<file path="src/rtl/s4ga_cfg_seq.sv">
// s4ga_cfg_seq: configuration sequencer for the s4ga LUT-array core.
// Captures one bitstream into a segment store over a ready/valid port, holds the
// core in reset for RST_CYCLES, then replays the store on si in an endless loop.
// Optional feature macro: S4GA_CFG_SEQ_CKSUM_EN (trailing XOR checksum segment).
module s4ga_cfg_seq #(
   parameter int N          = 16,
   parameter int K          = 4,
   parameter int SI_W       = 4,
   parameter int RST_CYCLES = 20,
   parameter int CNT_W      = 16
) (
   input  logic             clk,
   input  logic             rst,
   input  logic             ld_valid,
   output logic             ld_ready,
   input  logic [SI_W-1:0]  ld_data,
   input  logic             ld_last,
   input  logic             start,
   input  logic             stop,
   output logic             fpga_rst,
   output logic [SI_W-1:0]  si,
   output logic             running,
   output logic             cfg_valid,
   output logic             load_err,
   output logic             pass_done,
   output logic [CNT_W-1:0] pass_cnt
);

   localparam int IDX_SEGS  = ($clog2(N) + SI_W - 1) / SI_W;
   localparam int MASK_SEGS = ((1 << K) + SI_W - 1) / SI_W;
   localparam int LL        = K * IDX_SEGS + MASK_SEGS;
   localparam int DEPTH     = N * LL;
   localparam int PTR_W     = $clog2(DEPTH);
   localparam int HCNT_W    = $clog2(RST_CYCLES + 1);

   localparam logic [PTR_W-1:0]  LAST_PTR = PTR_W'(DEPTH - 1);
   localparam logic [HCNT_W-1:0] HOLD_END = HCNT_W'(RST_CYCLES - 1);

   typedef enum logic [1:0] {IDLE, LOAD, HOLD, RUN} state_t;

   state_t             state_q, state_d;
   logic [PTR_W-1:0]   wptr_q, wptr_d;
   logic               full_q, full_d;
   logic [PTR_W-1:0]   rptr_q, rptr_d;
   logic [HCNT_W-1:0]  hcnt_q, hcnt_d;
   logic               ld_ready_q, ld_ready_d;
   logic               fpga_rst_q, fpga_rst_d;
   logic [SI_W-1:0]    si_q, si_d;
   logic               running_q, running_d;
   logic               cfg_valid_q, cfg_valid_d;
   logic               load_err_q, load_err_d;
   logic               pass_done_q, pass_done_d;
   logic [CNT_W-1:0]   pass_cnt_q, pass_cnt_d;
`ifdef S4GA_CFG_SEQ_CKSUM_EN
   logic [SI_W-1:0]    cksum_q, cksum_d;
`endif

   logic [SI_W-1:0]    mem [DEPTH];
   logic               mem_we;
   logic [PTR_W-1:0]   mem_waddr;
   logic               accept;

   assign accept = ld_valid & ld_ready_q;

   // Next-state logic: load bookkeeping, hold countdown and stream replay.
   // full_q marks that segment DEPTH-1 has been stored without ld_last, so the
   // next accepted segment is either the checksum or an overflow.
   always_comb begin
      state_d     = state_q;
      wptr_d      = wptr_q;
      full_d      = full_q;
      rptr_d      = rptr_q;
      hcnt_d      = hcnt_q;
      cfg_valid_d = cfg_valid_q;
      load_err_d  = load_err_q;
      pass_cnt_d  = pass_cnt_q;
      pass_done_d = 1'b0;
      fpga_rst_d  = 1'b1;
      si_d        = '0;
      mem_we      = 1'b0;
      mem_waddr   = wptr_q;
`ifdef S4GA_CFG_SEQ_CKSUM_EN
      cksum_d     = cksum_q;
`endif
      unique case (state_q)
         IDLE: begin
            if (accept) begin
               mem_we      = 1'b1;
               mem_waddr   = '0;
               wptr_d      = PTR_W'(1);
               full_d      = 1'b0;
               cfg_valid_d = 1'b0;
               load_err_d  = 1'b0;
`ifdef S4GA_CFG_SEQ_CKSUM_EN
               cksum_d     = ld_data;
`endif
               if (ld_last) begin
                  load_err_d = 1'b1;
               end else begin
                  state_d = LOAD;
               end
            end else if (start && cfg_valid_q) begin
               state_d = HOLD;
               hcnt_d  = '0;
               rptr_d  = '0;
            end
         end
         LOAD: begin
            if (accept) begin
               if (!full_q) begin
                  mem_we = 1'b1;
`ifdef S4GA_CFG_SEQ_CKSUM_EN
                  cksum_d = cksum_q ^ ld_data;
`endif
                  if (wptr_q == LAST_PTR) begin
                     if (ld_last) begin
`ifdef S4GA_CFG_SEQ_CKSUM_EN
                        load_err_d  = 1'b1;
`else
                        cfg_valid_d = 1'b1;
`endif
                        state_d = IDLE;
                     end else begin
                        full_d = 1'b1;
                     end
                  end else if (ld_last) begin
                     load_err_d = 1'b1;
                     state_d    = IDLE;
                  end else begin
                     wptr_d = wptr_q + PTR_W'(1);
                  end
               end else begin
                  state_d = IDLE;
`ifdef S4GA_CFG_SEQ_CKSUM_EN
                  if (ld_last && (ld_data == cksum_q)) begin
                     cfg_valid_d = 1'b1;
                  end else begin
                     load_err_d = 1'b1;
                  end
`else
                  load_err_d = 1'b1;
`endif
               end
            end
         end
         HOLD: begin
            if (stop) begin
               state_d = IDLE;
            end else if (hcnt_q == HOLD_END) begin
               state_d    = RUN;
               pass_cnt_d = '0;
               fpga_rst_d = 1'b0;
               si_d       = mem[rptr_q];
               rptr_d     = rptr_q + PTR_W'(1);
            end else begin
               hcnt_d = hcnt_q + HCNT_W'(1);
            end
         end
         RUN: begin
            if (stop) begin
               state_d = IDLE;
            end else begin
               fpga_rst_d = 1'b0;
               si_d       = mem[rptr_q];
               if (rptr_q == LAST_PTR) begin
                  rptr_d      = '0;
                  pass_done_d = 1'b1;
                  pass_cnt_d  = pass_cnt_q + CNT_W'(1);
               end else begin
                  rptr_d = rptr_q + PTR_W'(1);
               end
            end
         end
      endcase
      ld_ready_d = (state_d == IDLE) || (state_d == LOAD);
      running_d  = (state_d == RUN);
   end

   // State and registered outputs; store contents are deliberately not reset.
   always_ff @(posedge clk or posedge rst) begin
      if (rst) begin
         state_q     <= IDLE;
         wptr_q      <= '0;
         full_q      <= 1'b0;
         rptr_q      <= '0;
         hcnt_q      <= '0;
         ld_ready_q  <= 1'b0;
         fpga_rst_q  <= 1'b1;
         si_q        <= '0;
         running_q   <= 1'b0;
         cfg_valid_q <= 1'b0;
         load_err_q  <= 1'b0;
         pass_done_q <= 1'b0;
         pass_cnt_q  <= '0;
`ifdef S4GA_CFG_SEQ_CKSUM_EN
         cksum_q     <= '0;
`endif
      end else begin
         state_q     <= state_d;
         wptr_q      <= wptr_d;
         full_q      <= full_d;
         rptr_q      <= rptr_d;
         hcnt_q      <= hcnt_d;
         ld_ready_q  <= ld_ready_d;
         fpga_rst_q  <= fpga_rst_d;
         si_q        <= si_d;
         running_q   <= running_d;
         cfg_valid_q <= cfg_valid_d;
         load_err_q  <= load_err_d;
         pass_done_q <= pass_done_d;
         pass_cnt_q  <= pass_cnt_d;
`ifdef S4GA_CFG_SEQ_CKSUM_EN
         cksum_q     <= cksum_d;
`endif
      end
   end

   // Segment store write port, one segment per accepted load beat.
   always_ff @(posedge clk) begin
      if (mem_we) begin
         mem[mem_waddr] <= ld_data;
      end
   end

   assign ld_ready  = ld_ready_q;
   assign fpga_rst  = fpga_rst_q;
   assign si        = si_q;
   assign running   = running_q;
   assign cfg_valid = cfg_valid_q;
   assign load_err  = load_err_q;
   assign pass_done = pass_done_q;
   assign pass_cnt  = pass_cnt_q;

endmodule

</file>
<file path="config.mk">
export PLATFORM = sky130hd
export DESIGN_NAME = s4ga_cfg_seq
export DESIGN_NICKNAME = d
export VERILOG_FILES = /design/src/rtl/s4ga_cfg_seq.sv
export SDC_FILE = /design/constraint.sdc
export NUM_CORES = 1
export LEC_CHECK = 0
export BUFFER_PORTS_ARGS = -buffer_cell sky130_fd_sc_hd__buf_2
export CAP_MARGIN = 30
export CORE_ASPECT_RATIO = 1.1
export CORE_MARGIN = 10
export CORE_UTILIZATION = 65
export DETAILED_ROUTE_END_ITERATION = 10
export HOLD_SLACK_MARGIN = 0.15
export PLACE_DENSITY = 0.93
export SYNTH_ARGS = -nofsm -noshare
export SYNTH_HDL_FRONTEND = slang
export SYNTH_SLANG_ARGS = --single-unit
</file>
<file path="constraint.sdc">
create_clock -name clk -period 4.1 [get_ports clk]
set_input_delay 0.82 -clock clk [delete_from_list [all_inputs] [get_ports clk]]
set_output_delay 0.82 -clock clk [all_outputs]
set_load 0.01 [all_outputs]
</file>
---- Yosys cells after proc, flatten, opt, wreduce, memory -nomap -nowiden ----
Memories as Yosys holds them, arrays and structs flattened.
Index checks and enable logic that the tools add are counted.
word-level totals
  register bits after elaboration ......... 48
  memory bits (writable) .................. 512
  memories ................................ 1
operators by class
  $add $sub $neg .......................... 4
  eq/ne operators ......................... 24
  mux-type cells .......................... 69
  bitwise logic cells ..................... 1
  reduce and logical (&&, ||, !) cells .... 15
memory list
  memory  words  width  rd ports  clocked after Yosys merged registers in  wr ports  line  source
  mem     128    4      1         0                                        1         58    logic [SI_W-1:0] mem [DEPTH];
operators by type and width
  cell                                           count
  2-to-1 mux 7 bit                               13
  2-to-1 mux 16 bit                              4
  case mux 16 bit (2 select lines)               1
  inequality test 2 bit, second input constant   14
  2-to-1 mux 1 bit                               25
  case mux 7 bit (3 select lines)                1
  2-to-1 mux 5 bit                               4
  2-to-1 mux 2 bit                               9
  AND reduction 6 bit                            3
  adder 16 x 1 -> 16 bit, second input constant  1
  AND reduction 5 bit                            3
  adder 7 x 1 -> 7 bit, second input constant    2
  == test 7 bit, second input constant           2
  case mux 7 bit (2 select lines)                1
  2-to-1 mux 4 bit                               3
  case mux 1 bit (2 select lines)                5
  case mux 5 bit (2 select lines)                1
  case mux 2 bit (4 select lines)                1
  case mux 4 bit (2 select lines)                1
  == test 2 bit, second input constant           3
  inequality test 3 bit, second input constant   2
  nonzero test 2 bit                             3
  adder 5 x 1 -> 5 bit, second input constant    1
  == test 5 bit, second input constant           1
  other kinds (7)                                9

---- Depth between registers and ports, before layout ----
Gate-level depths: netlist (run 1).
  depth after elaboration ................. 6
  gate-level depth with buffers ........... 9
  depth with buffers taken out ............ 6

---- Worst setup path after synthesis (run 1) ----
No wires, ideal clock.
  path kind ............................... input -> register
  from .................................... in ld_valid
  to ...................................... mem mem[87][0] (enable)
  arrival time ............................ 2,072 ps
  required time ........................... 3,739 ps
  slack ................................... 1,666 ps
  cell stages on the path ................. 5
  path buffers ............................ 0
  cells stage by stage .................... nand3b_2 > nor2_2 > nor3b_1 > nand3_1 > nor3_1
between the ends
  word-level cells in the longest chain between the ends .. 5
  elaborated cells on any way between the ends .. 8
ends and longest elaborated chain
  element                                 line     source
  from (decl)                             14       input logic ld_valid,
  bitwise AND 1 bit (*)                   63       assign accept = ld_valid & ld_ready_q;
  2-to-1 mux 1 bit (on tied branches)     109, 87
  case mux 1 bit (2 select lines)         85       unique case (state_q)
  2-to-1 mux 1 bit                        220      if (mem_we) begin
  2-to-1 mux 1 bit (not written as such)  221      mem[mem_waddr] <= ld_data;
  to (decl)                               58
Mark *: on every way between the ends. The rest lies on a longest branch, timed or not.

---- Worst setup path after layout (run 1) ----
  from .................................... reg state_q[1]
  to ...................................... mem mem[103][2] (enable)
between the ends
  word-level cells in the longest chain between the ends .. 4
  elaborated cells on any way between the ends .. 6
ends and longest elaborated chain
  element                                                      line  source
  from (decl)                                                  41    state_t state_q, state_d;
  from (signal assigned)                                       199   state_q <= state_d;
  == test 2 x 1 -> 1 bit or logical NOT 2 bit (tied branches)  85
  case mux 1 bit (2 select lines)                              85
  2-to-1 mux 1 bit                                             220
  2-to-1 mux 1 bit (not written as such)                       221
Parallel ways exist; a longest one is shown, timed or not.

==> results of run 1 <==
[flip-flops by register name, indices dropped and copies added (netlist names), 2 cells and up]
signal	flops
pass_cnt	16
si	4
rptr_q	7
state_q	2
wptr_q	7
hcnt_q	5
mem	512
[worst max-delay path: stages (launching register included)]
cell	delay [ps]
dfrtp_1	620
nand3b_2	340
nor2_2	220
nor3_1	780
nand4_1	470
nor3_1	670
[through the flow]
stage	utilization [%]	setup slack, ps
2_1_floorplan	-	1670
3_3_place_gp	68.2	909
3_5_place_dp	68.2	708
4_1_cts	73.2	804
5_1_grt	73.2	565
6_report	73.2	613
[worst paths after layout]
path                                  startpoint                        to  slack [ps]  depth (start not counted)
min in group clk           hcnt_q[1]$_DFFE_PP0P_     hcnt_q[1]$_DFFE_PP0P_         510                          2
max                         state_q[1]$_DFF_PP0_     mem[103][2]$_DFFE_PP_         610                          5
min reg2reg                hcnt_q[1]$_DFFE_PP0P_     hcnt_q[1]$_DFFE_PP0P_         510                          2
min                                          rst  pass_cnt[10]$_DFFE_PP0P_         250                          2
max in group asynchronous                    rst        fpga_rst$_DFF_PP1_        3020                          3
max reg2reg                 state_q[1]$_DFF_PP0_     mem[103][2]$_DFFE_PP_         610                          5
[logic make-up after synthesis]
group	Yosys count	share of synthesized area (%)
buf+inv	84	1.71
fa+ha+maj	4	0.220
simple gates	331	6.93
flops	560	72.7
compound gates	182	5.63
mux	169	12.3
xor+xnor	11	0.423
[cell type report]
type / count / area [um^2]
Fill cell: 1769 / 9200
Multi-Input combinational cell: 697 / 5830
Inverter: 10 / 37.5
Timing Repair Buffer: 62 / 463
Clock inverter: 24 / 290
Tap cell: 438 / 548
Sequential cell: 560 / 16600
Clock buffer: 68 / 1420
[layer usage]
| layer | vias to the layer above | global-route usage (%) | part of all wire (%) |
|---|---|---|---|
| met3 | 294 | 6.29 | 12 |
| met1 | 6614 | 33.3 | 32 |
| met2 | 1219 | 44.2 | 50 |
| met4 | 0 | 14.5 | 6.2 |
| li1 | 5386 | - | - |
| met5 | - | 0 | 0 |
[synth_stat cells, types with 4 or more instances]
library cell | n | area share (%)
dfrtp_1 | 47 | 5.2
buf_1 | 8 | 0.13
mux4_2 | 88 | 8.7
nor3_1 | 5 | 0.11
xnor2_1 | 5 | 0.19
mux2i_1 | 64 | 2.8
a21oi_1 | 36 | 0.79
or3_1 | 10 | 0.27
a221o_1 | 8 | 0.35
o21ai_0 | 23 | 0.51
nand2b_1 | 9 | 0.25
buf_4 | 10 | 0.33
mux2_2 | 17 | 0.84
a31o_2 | 8 | 0.31
nand4_1 | 9 | 0.25
nor2_1 | 179 | 2.9
ha_1 | 4 | 0.22
clkbuf_1 | 26 | 0.43
o32ai_1 | 16 | 0.61
xor2_1 | 6 | 0.23
inv_1 | 9 | 0.15
o31ai_1 | 5 | 0.16
o41ai_1 | 9 | 0.35
nand3_1 | 22 | 0.48
o22ai_1 | 20 | 0.55
and2_1 | 7 | 0.19
a211oi_1 | 18 | 0.59
a22oi_1 | 24 | 0.79
nor2b_1 | 28 | 0.77
edfxtp_1 | 512 | 67
nand2_1 | 39 | 0.64
buf_2 | 30 | 0.66
[power by group through the flow]
stage,Combinational [mW],Sequential [mW],Clock (mW)
finish,1.43,6.51,4.89
global route,1.49,6.52,5.10
CTS,1.39,6.50,4.88
detailed placement,1.35,6.62,0
global placement,1.28,6.61,0
floorplan,0.952,6.50,0
==> results.py, run 1 <==
metrics = {
    "placed_design": {
        "numPlacedInstances": 1766,
        "io_buffers": 35,
        "place_area_mm2": 0.0235,
        "dp_hpwl_um": 33800,
        "gp_congestion": 0.923,
    },
    "sta": {
        "relSlewSlack_pct": 29.7,
        "layout_worst_path_cycle_share_pct": 85.1,
        "min_period_ps": 3490,
        "rsz0062_at_grt": "false",
        "clock.fmax_mhz": 287,
        "worst_pin_slew_ps": 1050,
        "final_max_slew_viol_count": 0,
        "hold_ws_ps": 249,
        "final.setup.tns_ps": 0,
        "hold_violations": 0,
        "setup_violations": 0,
        "fin_worst_skew_ps": 18.8,
    },
    "synth": {
        "ys_warn_count": 0,
        "synth_top_flop_cell": "edfxtp_1",
        "syn_nets": 1355,
        "syn_inst": 1341,
        "synthArstFlopShare_pct": 8.57,
        "synth-seq-cells": 560,
        "synth_area_mm2": 0.0228,
        "synth_edf_count": 512,
        "yosysSeqAreaShare_pct": 72.7,
        "postSynthAreaPerCell_um2": 17.0,
        "synth.distinct_cells": 60,
    },
    "setup_path": {
        "worstPathMaxFanout": 19,
        "critPathCaptureType": "flop",
        "cp.arrival_ps": 3680,
        "worstPathRequired_ps": 4300,
        "path_class": "reg2reg",
        "worstSetupStartpointType": "flop",
    },
    "floorplanning": {
        "start_util_pct": 66.3,
        "die_h_um": 216,
        "fp-row-count": 71,
        "dieWidth_um": 199,
        "coreArea_mm2": 0.0344,
        "fp.dieArea_mm2": 0.0430,
        "ios": 36,
    },
    "clocking": {
        "cts_sinks": 560,
        "h-tree-depth": 2,
        "ctsResizeCount": 0,
        "clk_latency_ps": 570,
        "post_cts_buffers": 0,
        "cts_inserted_buffers": 50,
        "clk_pin_slew_ps": 60,
        "ctsHoldBuffers": 0,
        "cts-root-buf": "clkbuf_16",
        "clockBufferDepth": 3,
        "cts_tree": "done",
    },
    "grt": {
        "antenna_found_initial": 0,
        "grt.overflow.total": 0,
        "grt_pass1_vias": 13800,
        "grt_pass1_wl_um": 87100,
        "grt_usage_pct": 27.1,
        "grt_max_degree": 91,
    },
    "route": {
        "drt_iter0_drc": 2358,
        "route.detailed.drc": 1,
        "post_drt_wl_per_cell_um": 30.9,
        "via_per_inst": 7.27,
        "drtAntennaViolNets": 0,
        "vias": 13500,
        "wl_um": 57400,
        "drt_pre_antenna_iters": 11,
    },
    "pwr": {
        "p_switching_mw": 3.12,
        "ir_drop_mv": 0.346,
        "leakage_nw": 7.89,
        "swShare_pct": 24.3,
        "clkPwrFrac_pct": 38.1,
        "pwr-share-seq_pct": 50.7,
        "p_int_mw": 9.71,
        "power_mw": 12.8,
        "power_frac_comb_pct": 11.2,
        "p_per_area_mw_per_mm2": 510,
    },
    "final_layout": {
        "layout-drive-gt1-share_pct": 18.9,
        "syn_to_final_growth_pct": 10.5,
        "layout_commonest_cell": "edfxtp_1",
        "final_cell_mix": "512 x edfxtp_1, 179 x nor2_1, 88 x mux4_2",
        "stdcell_area_mm2": 0.0252,
        "fin_nets": 1395,
        "final_cells": 1859,
        "diodes": 0,
    },
    "hold_path": {
        "hp-class": "in2async",
    },
    "run_status": {
        "violations": "DRC",
        "status": "complete, but fails checks",
    },
    "run": {
        "max_cap_violations": 0,
    },
}
Power figures use the tool's default switching activity.
==> run 2: changes to the inputs <==
--- a/config.mk
+++ b/config.mk
@@ -7,12 +7,14 @@
 export LEC_CHECK = 0
 export BUFFER_PORTS_ARGS = -buffer_cell sky130_fd_sc_hd__buf_2
 export CAP_MARGIN = 30
+export CELL_PAD_IN_SITES_DETAIL_PLACEMENT = 1
+export CELL_PAD_IN_SITES_GLOBAL_PLACEMENT = 1
 export CORE_ASPECT_RATIO = 1.1
 export CORE_MARGIN = 10
-export CORE_UTILIZATION = 65
+export CORE_UTILIZATION = 55
 export DETAILED_ROUTE_END_ITERATION = 10
 export HOLD_SLACK_MARGIN = 0.15
-export PLACE_DENSITY = 0.93
+export PLACE_DENSITY = 0.91
 export SYNTH_ARGS = -nofsm -noshare
 export SYNTH_HDL_FRONTEND = slang
 export SYNTH_SLANG_ARGS = --single-unit
==> run 2 against run 1 <==
The run now ends clean. Setup slack worse by 85 ps. Worst hold slack improved by 59 ps. Cell count increased by 6.5%. Critical endpoint is now mem[87][0]$_DFFE_PP_. Clock power increased by 0.8%. Via count down 2.7%. First-iteration DRC count is 38% lower. Global-route usage is 1.7 points lower. Sequential power about the same. Fmax fell by 2.4%.
==> results.py, run 2 (synthesis gave the netlist of run 1 again) <==
metrics = {
    "clocking": {
        "cts_sinks": 560,
        "h-tree-depth": 2,
        "clockBufferDepth": 3,
        "cts_tree": "done",
        "clk_pin_slew_ps": 70,
        "clk_latency_ps": 620,
        "ctsResizeCount": 0,
        "post_cts_buffers": 0,
        "cts_inserted_buffers": 54,
        "ctsHoldBuffers": 0,
        "cts-root-buf": "clkbuf_16",
    },
    "hold_path": {
        "hp-class": "in2async",
    },
    "pwr": {
        "leakage_nw": 7.88,
        "p_per_area_mw_per_mm2": 509,
        "ir_drop_mv": 0.305,
        "power_mw": 12.9,
    },
    "final_layout": {
        "largest_register_ffs": 512,
        "layout_commonest_cell": "edfxtp_1",
        "final_cells": 1980,
        "final_cell_mix": "512 x edfxtp_1, 179 x nor2_1, 88 x mux4_2",
        "top_register": "mem",
        "diodes": 0,
        "stdcell_area_mm2": 0.0253,
        "layout-drive-gt1-share_pct": 19.2,
        "fin_nets": 1396,
        "syn_to_final_growth_pct": 11.1,
        "final_util_pct": 61.6,
    },
    "placed_design": {
        "pre_cts_ws_ps": 719,
        "io_buffers": 35,
        "dp_hpwl_um": 38700,
        "numPlacedInstances": 1886,
        "place_area_mm2": 0.0236,
        "gp_congestion": 0.860,
    },
    "route": {
        "via_per_inst": 6.64,
        "drtAntennaViolNets": 0,
        "route.detailed.drc": 0,
        "drt_iter0_drc": 1465,
        "drt_pre_antenna_iters": 5,
        "wl_um": 63400,
        "vias": 13200,
        "post_drt_wl_per_cell_um": 32.0,
    },
    "run": {
        "max_cap_violations": 0,
    },
    "floorplanning": {
        "fp.dieArea_mm2": 0.0500,
        "die_h_um": 233,
        "start_util_pct": 55.5,
        "fp-row-count": 78,
        "dieWidth_um": 214,
        "coreArea_mm2": 0.0411,
        "ios": 36,
    },
    "setup_path": {
        "worstSetupStartpointType": "flop",
        "worstPathMaxFanout": 19,
        "cp.arrival_ps": 3800,
        "worstPathRequired_ps": 4330,
        "slowest_stage": "nor3_1",
        "cp_cell_sequence": "nand3b_2 > nor2_2 > nor3b_1 > nand3_1 > nor3_1",
        "cpPeakStageDelay_ps": 730,
        "path_class": "reg2reg",
        "critPathCaptureType": "flop",
    },
    "sta": {
        "hold_ws_ps": 308,
        "relSlewSlack_pct": 29.8,
        "hold_violations": 0,
        "setup_ws_ps": 528,
        "final.setup.tns_ps": 0,
        "rsz0062_at_grt": "false",
        "fin_worst_skew_ps": 29.4,
        "setup_violations": 0,
        "clock.fmax_mhz": 280,
        "final_max_slew_viol_count": 0,
        "worst_pin_slew_ps": 1050,
        "layout_worst_path_cycle_share_pct": 87.1,
        "min_period_ps": 3570,
    },
    "grt": {
        "grt_max_degree": 129,
        "grt_usage_pct": 25.4,
        "grt.overflow.total": 0,
        "grt_pass1_vias": 14200,
        "grt_pass1_wl_um": 94700,
        "antenna_found_initial": 0,
    },
    "run_status": {
        "status": "complete, no violations",
    },
}
[run 2: path summary, 6_finish.rpt]
check / slack, ps / from / depth (start not counted) / end
worst max-delay path: 530 / state_q[1]$_DFF_PP0_ / 5 / mem[87][0]$_DFFE_PP_
worst min-delay path: 310 / rst / 2 / wptr_q[1]$_DFFE_PP0P_
worst max register to register: 530 / state_q[1]$_DFF_PP0_ / 5 / mem[87][0]$_DFFE_PP_
worst min register to register: 540 / hcnt_q[1]$_DFFE_PP0P_ / 2 / hcnt_q[1]$_DFFE_PP0P_
max in group asynchronous: 3220 / rst / 3 / rptr_q[0]$_DFFE_PP0P_
min in group clk: 540 / hcnt_q[1]$_DFFE_PP0P_ / 2 / hcnt_q[1]$_DFFE_PP0P_
[run 2: per-layer routing]
| metal | vias to the layer above | share of wire, % | wire length (um) | track usage (%) |
|---|---|---|---|---|
| met1 | 6854 | 37 | 23400 | 30.5 |
| met3 | 197 | 7.5 | 4730 | 4.92 |
| met2 | 734 | 51 | 32200 | 44.0 |
| met4 | 0 | 4.8 | 3060 | 11.6 |
| met5 | - | 0 | 0 | 0 |
| li1 | 5366 | - | - | - |
[run 2: critical path, delay by kind of cell, from the launching register on]
kind / cells / cell delay, ps
flip-flops: 1 / 690
AND/OR/NAND/NOR: 5 / 2500
[run 2: power by group]
part / total [mW] / switching [mW] / internal (mW) / leakage [nW]
registers: 6.50 / 0.176 / 6.33 / 5.24
logic: 1.47 / 0.960 / 0.505 / 1.80
clock network: 4.93 / 2.14 / 2.78 / 0.840
total: 12.9 / 3.28 / 9.62 / 7.88
[run 2: area by class of cell]
type / instances / area (um^2)
clock buffers: 61 / 1380
inverters: 10 / 37.5
fillers: 3573 / 15800
clock inverters: 33 / 332
flip-flops and latches: 560 / 16600
well taps: 560 / 701
repair buffers: 59 / 448
multi-input cells: 697 / 5830
==> run 3: changes to the inputs <==
--- a/config.mk
+++ b/config.mk
@@ -5,7 +5,7 @@
 export SDC_FILE = /design/constraint.sdc
 export NUM_CORES = 1
 export LEC_CHECK = 0
-export BUFFER_PORTS_ARGS = -buffer_cell sky130_fd_sc_hd__buf_2
+export BUFFER_PORTS_ARGS = -buffer_cell sky130_fd_sc_hd__buf_4
 export CAP_MARGIN = 30
 export CELL_PAD_IN_SITES_DETAIL_PLACEMENT = 1
 export CELL_PAD_IN_SITES_GLOBAL_PLACEMENT = 1
==> run 3 against run 2 <==
Clock skew fell by 7.2 ps. Sequential cell count unchanged. Die area unchanged. Wire length rose by 3.4%. Highest routed layer unchanged. Setup slack improved by 130 ps. Register-to-register slack gained 130 ps. Global-route usage rose by 0.89 points. Worst hold slack got worse by 31 ps. Cell area up 1.2%. Cell count increased by 0.66%.
==> results.py, run 3 (synthesis gave the netlist of run 1 again) <==
metrics = {
    "setup_path": {
        "worstSetupStartpointType": "flop",
        "timing.rr.start": "state_q[1]$_DFF_PP0_",
        "rrSetupSlack_ps": 660,
        "rr_endpoint": "mem[81][1]$_DFFE_PP_",
        "cpPeakStageDelay_ps": 700,
        "worstPathMaxFanout": 19,
        "worstPathRequired_ps": 4320,
        "rr_worst_depth": 5,
        "cp_cell_sequence": "nand3b_2 > nor2_2 > nor3b_1 > nand3_1 > nor2_1",
        "cp.arrival_ps": 3660,
        "slowest_stage": "dfrtp_1",
        "critPathCaptureType": "flop",
        "path_class": "reg2reg",
    },
    "final_layout": {
        "diodes": 0,
        "fin_nets": 1403,
        "n_fill_cell": 3523,
        "final_cells": 1993,
        "largest_register_ffs": 512,
        "final_cell_mix": "512 x edfxtp_1, 179 x nor2_1, 88 x mux4_2",
        "top_register": "mem",
        "layout_commonest_cell": "edfxtp_1",
        "syn_to_final_growth_pct": 12.4,
        "layout-drive-gt1-share_pct": 20.1,
        "stdcell_area_mm2": 0.0256,
    },
    "grt": {
        "grt_usage_pct": 26.3,
        "grt_pass1_wl_um": 98400,
        "grt_max_degree": 85,
        "grt.overflow.total": 0,
        "antenna_found_initial": 0,
        "grt_pass1_vias": 14200,
    },
    "floorplanning": {
        "fp.dieArea_mm2": 0.0500,
        "coreArea_mm2": 0.0411,
        "ios": 36,
        "start_util_pct": 55.5,
        "fp-row-count": 78,
        "dieWidth_um": 214,
        "die_h_um": 233,
    },
    "hold_path": {
        "hp-class": "in2async",
    },
    "pwr": {
        "p_int_mw": 9.97,
        "p_per_area_mw_per_mm2": 521,
        "leakage_nw": 7.99,
        "clkPwrFrac_pct": 39.8,
        "power_frac_comb_pct": 11.2,
        "p_switching_mw": 3.36,
        "ir_drop_mv": 0.326,
        "swShare_pct": 25.2,
        "pwr-share-seq_pct": 48.9,
    },
    "sta": {
        "final_max_slew_viol_count": 0,
        "worst_pin_slew_ps": 1050,
        "fin_worst_skew_ps": 22.2,
        "clock.fmax_mhz": 291,
        "layout_worst_path_cycle_share_pct": 83.9,
        "hold_violations": 0,
        "final.setup.tns_ps": 0,
        "relSlewSlack_pct": 29.6,
        "rsz0062_at_grt": "false",
        "setup_violations": 0,
        "min_period_ps": 3440,
        "setup_ws_ps": 662,
    },
    "placed_design": {
        "io_buffers": 35,
        "dp_hpwl_um": 40200,
        "place_area_mm2": 0.0238,
        "numPlacedInstances": 1895,
        "gp_congestion": 0.916,
        "pre_cts_ws_ps": 776,
    },
    "route": {
        "drt_iter0_drc": 1694,
        "route.detailed.drc": 0,
        "post_drt_wl_per_cell_um": 32.9,
        "via_per_inst": 6.70,
        "drtAntennaViolNets": 0,
        "wl_um": 65600,
        "vias": 13400,
        "drt_pre_antenna_iters": 5,
    },
    "clocking": {
        "clockBufferDepth": 3,
        "cts_sinks": 560,
        "clk_latency_ps": 600,
        "h-tree-depth": 2,
        "ctsResizeCount": 0,
        "cts_tree": "done",
        "post_cts_buffers": 0,
        "cts_inserted_buffers": 52,
        "cts-root-buf": "clkbuf_16",
        "ctsHoldBuffers": 0,
        "clk_pin_slew_ps": 70,
    },
    "run_status": {
        "status": "complete, no violations",
    },
    "run": {
        "max_cap_violations": 0,
    },
}
==> run 3: worst max path at each step <==
| stage | start | end | slack, ps |
|---|---|---|---|
| after floorplan | ld_valid | mem[87][0]$_DFFE_PP_ | 1670 |
| after global placement | ld_valid | mem[87][3]$_DFFE_PP_ | 960 |
| after detailed placement | ld_valid | mem[114][2]$_DFFE_PP_ | 780 |
| after CTS | rptr_q[2]$_DFFE_PP0P_ | si[3]$_DFF_PP0_ | 780 |
| after global routing | state_q[1]$_DFF_PP0_ | mem[81][1]$_DFFE_PP_ | 510 |
| final | state_q[1]$_DFF_PP0_ | mem[81][1]$_DFFE_PP_ | 660 |
==> run 3: through the flow <==
stage | util, % | hold slack [ps] | power, mW
floorplan | - | 466 | 7.45
global placement | 57.7 | 486 | 7.94
detailed placement | 57.8 | 545 | 8.05
CTS | 62.3 | 275 | 13.3
global route | 62.3 | 311 | 13.7
finish | 62.3 | 278 | 13.3
==> run 3: cell type report <==
cell class	count	area [um^2]	share of cell area [%]
flip-flops and latches	560	16600	64.8
repair buffers	68	593	2.32
multi-input cells	697	5830	22.8
inverters	10	37.5	0.147
well taps	560	701	2.74
clock inverters	36	483	1.89
clock buffers	62	1380	5.39
==> run 3: worst max-delay path: cells and delay by family (launching register included) <==
kind	cells	cell delay, ps
flops	1	700
simple gates	5	2350
==> run 3: power by group through the flow <==
stage,Sequential [mW],Clock (mW),Combinational (mW)
finish,6.53,5.31,1.50
global route,6.53,5.57,1.56
CTS,6.52,5.32,1.47
detailed placement,6.63,0,1.42
global placement,6.61,0,1.33
floorplan,6.50,0,0.952
==> run 3: layer usage <==
layer	GRT usage, %	vias to the layer above	part of all wire, %
li1	-	5399	-
met1	32.7	6870	36
met2	44.8	861	51
met3	4.81	228	8.5
met4	11.5	0	4.7
met5	0	-	0
